$ cat src/rtl/hazard_ctrl.sv
// Pipeline hazard controller: operand forwarding, load-use stall, branch flush and data-memory wait.
// Define HAZARD_PERF_CNT_EN to build the saturating stall/bubble cycle counter on stall_cnt.
module hazard_ctrl (
    input  logic        CLK,
    input  logic        RESET,
    input  logic [3:0]  id_RA,
    input  logic [3:0]  id_RB,
    input  logic        id_use_RA,
    input  logic        id_use_RB,
    input  logic [3:0]  ex_WC,
    input  logic [2:0]  ex_W_RF,
    input  logic [1:0]  ex_S_MXRB,
    input  logic [3:0]  wb_WC,
    input  logic [2:0]  wb_W_RF,
    input  logic        br_taken,
    input  logic        dm_req,
    input  logic        dm_ack,
    output logic        en_pc,
    output logic        en_ifid,
    output logic        en_exmem,
    output logic        bubble,
    output logic        flush_ifid,
    output logic [1:0]  fwd_A,
    output logic [1:0]  fwd_B,
    output logic [15:0] stall_cnt
);

    typedef enum logic [1:0] {
        ST_RUN      = 2'd0,
        ST_MEM_WAIT = 2'd1,
        ST_FLUSH    = 2'd2
    } state_t;

    state_t state_q;
    state_t state_d;

    logic ex_writer;
    logic ex_load;
    logic wb_writer;
    logic load_use;
    logic mem_wait;

    assign ex_writer = (ex_W_RF != 3'b000);
    assign ex_load   = ex_writer && (ex_S_MXRB == 2'b01);
    assign wb_writer = (wb_W_RF != 3'b000);
    assign load_use  = ex_load && ((id_use_RA && (ex_WC == id_RA)) ||
                                   (id_use_RB && (ex_WC == id_RB)));
    assign mem_wait  = dm_req && !dm_ack;

    // A load's data is not in EX/MEM yet, so it never forwards from there.
    always_comb begin
        fwd_A = 2'b00;
        fwd_B = 2'b00;
        if (!RESET) begin
            if (ex_writer && !ex_load && (ex_WC == id_RA))
                fwd_A = 2'b01;
            else if (wb_writer && (wb_WC == id_RA))
                fwd_A = 2'b10;
            if (ex_writer && !ex_load && (ex_WC == id_RB))
                fwd_B = 2'b01;
            else if (wb_writer && (wb_WC == id_RB))
                fwd_B = 2'b10;
        end
    end

    always_comb begin
        en_pc      = 1'b1;
        en_ifid    = 1'b1;
        en_exmem   = 1'b1;
        bubble     = 1'b0;
        flush_ifid = 1'b0;
        state_d    = state_q;
        if (RESET) begin
            en_pc      = 1'b0;
            en_ifid    = 1'b0;
            en_exmem   = 1'b0;
            bubble     = 1'b1;
            flush_ifid = 1'b1;
            state_d    = ST_RUN;
        end else begin
            case (state_q)
                ST_RUN: begin
                    if (mem_wait) begin
                        en_pc    = 1'b0;
                        en_ifid  = 1'b0;
                        en_exmem = 1'b0;
                        state_d  = ST_MEM_WAIT;
                    end else if (br_taken) begin
                        flush_ifid = 1'b1;
                        bubble     = 1'b1;
                        state_d    = ST_FLUSH;
                    end else if (load_use) begin
                        en_pc   = 1'b0;
                        en_ifid = 1'b0;
                        bubble  = 1'b1;
                    end
                end
                ST_MEM_WAIT: begin
                    if (!dm_ack) begin
                        en_pc    = 1'b0;
                        en_ifid  = 1'b0;
                        en_exmem = 1'b0;
                    end else begin
                        state_d = ST_RUN;
                    end
                end
                ST_FLUSH: begin
                    bubble  = 1'b1;
                    state_d = ST_RUN;
                end
                default: state_d = ST_RUN;
            endcase
        end
    end

    always_ff @(posedge CLK or posedge RESET) begin
        if (RESET)
            state_q <= ST_RUN;
        else
            state_q <= state_d;
    end

`ifdef HAZARD_PERF_CNT_EN
    logic [15:0] cnt_q;
    logic [15:0] cnt_d;

    always_comb begin
        cnt_d = cnt_q;
        if ((!en_pc || bubble) && (cnt_q != 16'hFFFF))
            cnt_d = cnt_q + 16'd1;
    end

    always_ff @(posedge CLK or posedge RESET) begin
        if (RESET)
            cnt_q <= 16'h0000;
        else
            cnt_q <= cnt_d;
    end

    assign stall_cnt = cnt_q;
`else
    assign stall_cnt = 16'h0000;
`endif

endmodule

$ cat config.mk
export PLATFORM = sky130hd
export DESIGN_NAME = hazard_ctrl
export DESIGN_NICKNAME = d
export VERILOG_FILES = /design/src/rtl/hazard_ctrl.sv
export SDC_FILE = /design/constraint.sdc
export NUM_CORES = 1
export LEC_CHECK = 0
export CORE_UTILIZATION = 25
export CTS_CLUSTER_SIZE = 30
export DETAILED_ROUTE_END_ITERATION = 8
export PLACE_DENSITY = 0.74
export SYNTH_ARGS = -nofsm -noshare
export SYNTH_HDL_FRONTEND = slang
export SYNTH_SLANG_ARGS = --single-unit
$ cat constraint.sdc
create_clock -name CLK -period 1.4 [get_ports CLK]
set_clock_uncertainty 0.15 [all_clocks]
set_input_delay 0.21 -clock CLK [delete_from_list [all_inputs] [get_ports CLK]]
set_output_delay 0.21 -clock CLK [all_outputs]
set_load 0.005 [all_outputs]
==> reports/qor.txt <==
Final nets -> 163
Site Rows -> 16
asr flop ratio synth -> 1.00
PnR worst setup slack -> -309 ps
GRT overflow -> 0
PortBufs -> 39
CP max stage cell -> dfrtp_1
P_sw -> 0.166 mW
Worst-path clk slew -> 30 ps
maximum clock path buffer count -> 2
Final setup viols -> 9
WL/cell -> 11.3 um
mapped cell area -> 518 sq um
Seq pwr share -> 0.135
largest net degree at the start of global routing -> 7
RSZ-0062 raised after global routing -> true
failing checks -> negative setup slack
Worst EP arrival -> 1350 ps
switching part of the total -> 0.336
Initial Utilization -> 0.264
Power Dens Cells -> 434 nW/um^2
Synth Flop Type -> dfrtp_1
Regs by FF count -> state_q: 2 flops
Hold Fails Final Rpt -> 0
critical-path cell list -> buf_4 -> nor2_4 -> nor3_2 -> nor2_1 -> a21boi_2 -> buf_2
Mean Syn Cell Area -> 7.73 sq um
Clk network pwr share -> 0.266
Filler Cell Count -> 189
number of global-route vias before repair -> 592
max_cap viols -> 0
Inst Count DP -> 146
global-route wire length before repair -> 2570 um
CP Capture Type -> output pin
CTS tree -> yes
P&R area growth vs syn -> 119%
htree depth -> 1
Critical Path Fanout Max -> 2
Synth top area share -> 0.246
Top Ports -> 56
Ant. Diodes -> 0
total power -> 0.493 mW
Critical Path Start Type -> register
Top Family by Delay on Critical Path -> flip-flops
drt first pass iters -> 4
status -> finished with violations
Max IR drop VDD -> 0.304 mV
Avg Vias per Cell -> 4.13
Critical Path RT -> 1040 ps
largest area contributor in the netlist -> buf_4
class of the most critical setup path -> register to output pin
Top reg by flops -> state_q
Lkg Pwr -> 0.557 nW
initial antenna violation count -> 0
Yosys reg bits -> 2
post-route clock period utilization -> 1.22
library cells used by synthesis -> 23
slowest stage delay, CP -> 390 ps
Starting DRT DRC Count -> 3
fin. max-slew vios -> 0
sequential element share of the synthesized area -> 0.0966
DRC violations left -> 0
CTS Sinks -> 2
Layout Cells excl Fill -> 157
cell-internal power -> 0.327 mW
ratio of cells with drive above 1 in the final layout -> 0.508
crit path time final -> 1710 ps
Skew-Pair Late Insertion Delay -> 230 ps
Max Fclk -> 0.585 GHz
Die W -> 47.5 um
hold_ws -> 204 ps
reg2reg setup slack -> 90 ps
antenna-violating nets left -> 0
gp weighted congestion -> 0.649
HPWL after detailed placement -> 1310 um
Worst Path Buf+Inv -> 2
die footprint -> 2260 sq um
min-delay worst type -> primary input to register
EDFF count, synth -> 0
Global Route Usage Sum -> 0.175
die height -> 47.5 um
Syn. warnings -> 0
core area -> 1960 sq um
clock root buffer -> clkbuf_4
Largest register FFs -> 2
largest cells by area after synthesis -> buf_4 25%, xnor2_1 14%, xor2_1 14%
final WL -> 1780 um
Synth Instances -> 67
Comb pwr share -> 0.599
DR vias -> 649
cts bufs inserted -> 3
-- worst register-to-register path: stages (launching register included) --
cell     delay, ps
dfrtp_1        390
buf_6          130
buf_6          110
nor3b_4        180
nand2_1         90
buf_4          140
nor2_1          70
-- synthesized netlist by cell type, drive strengths merged (2+ instances only) --
| cell | instances |
|---|---|
| a21oi | 2 |
| a211oi | 3 |
| nand4 | 2 |
| nor4 | 3 |
| nor3 | 2 |
| inv | 2 |
| dfrtp | 2 |
| nor2 | 4 |
| buf | 17 |
| nand2b | 2 |
| xnor2 | 8 |
| nand2 | 2 |
| and3 | 2 |
| nor3b | 2 |
| xor2 | 8 |
-- area by class of cell --
type / count / area (sq um) / area share
repair buffers: 62 / 510 / 0.450
flip-flops and latches: 2 / 50.0 / 0.0442
well taps: 27 / 33.8 / 0.0298
multi-input cells: 61 / 509 / 0.449
clock buffers: 3 / 22.5 / 0.0199
inverters: 2 / 7.51 / 0.00662
-- power groups by stage --
stage	clock (mW)	sequential (mW)	combinational (mW)
floorplan	0	0.0644	0.124
global placement	0	0.0649	0.260
detailed placement	0	0.0653	0.263
CTS	0.143	0.0657	0.283
global route	0.149	0.0665	0.322
finish	0.131	0.0664	0.295
-- stage by stage --
stage	instance area, sq um	setup TNS (ps)	utilization	worst slack (ps)
floorplan	583	-53.6	-	-53.6
global placement	992	-7640	0.506	-991
detailed placement	992	-7690	0.506	-982
CTS	1110	-2380	0.566	-322
global route	1130	-2810	0.578	-374
finish	1130	-2200	0.578	-309
-- layout by cell type, fill, tap and decap left out, types with 2 or more instances in the layout --
cell type / instances
a211oi_2: 3
buf_2: 12
buf_4: 19
buf_6: 7
clkbuf_4: 3
clkdlybuf4s15_2: 3
clkdlybuf4s50_1: 7
conb_1: 16
dfrtp_1: 2
dlygate4sd2_1: 10
nand2_1: 2
nand2b_4: 2
nand4_1: 2
nor2_1: 3
nor4_2: 2
xnor2_1: 8
xor2_1: 4
xor2_2: 4
-- metal layers --
layer / vias to the layer above / routed length, um / track usage
met3: 0 / 97 / 0.0717
met5: - / 0 / 0
met1: 297 / 652 / 0.184
met4: 0 / 0 / 0.0514
met2: 31 / 1030 / 0.318
li1: 321 / - / -
-- cells by family (layout without fill, tap and decap cells) --
family                 count (synthesis)  after routing  share of synthesized area
other                                  1             16                    0.00724
AO/OA/AOI/OAI                         10             10                      0.138
AND/OR/NAND/NOR                       19             19                      0.227
buffers and inverters                 19             67                      0.261
flip-flops                             2              2                     0.0966
XOR/XNOR                              16             16                      0.271
-- path summary, 6_finish.rpt --
check,start,end,depth (start not counted)
max in group asynchronous,RESET,state_q[0],4
setup reg to reg,state_q[0],state_q[1],6
hold reg to reg,state_q[1],state_q[0],1
setup / recovery,state_q[0],en_ifid,6
hold / removal,RESET,state_q[1],3
min in group asynchronous,RESET,state_q[1],4
-- timing repair --
action	in CTS	in global routing
pin swaps	23	8
hold buffers	0	1
cloned	0	0
resized for setup	106	10
hold endpoints to repair	0	2
setup buffers	7	0
endpoints found under the setup margin	9	9
Power figures use the tool's default switching activity.
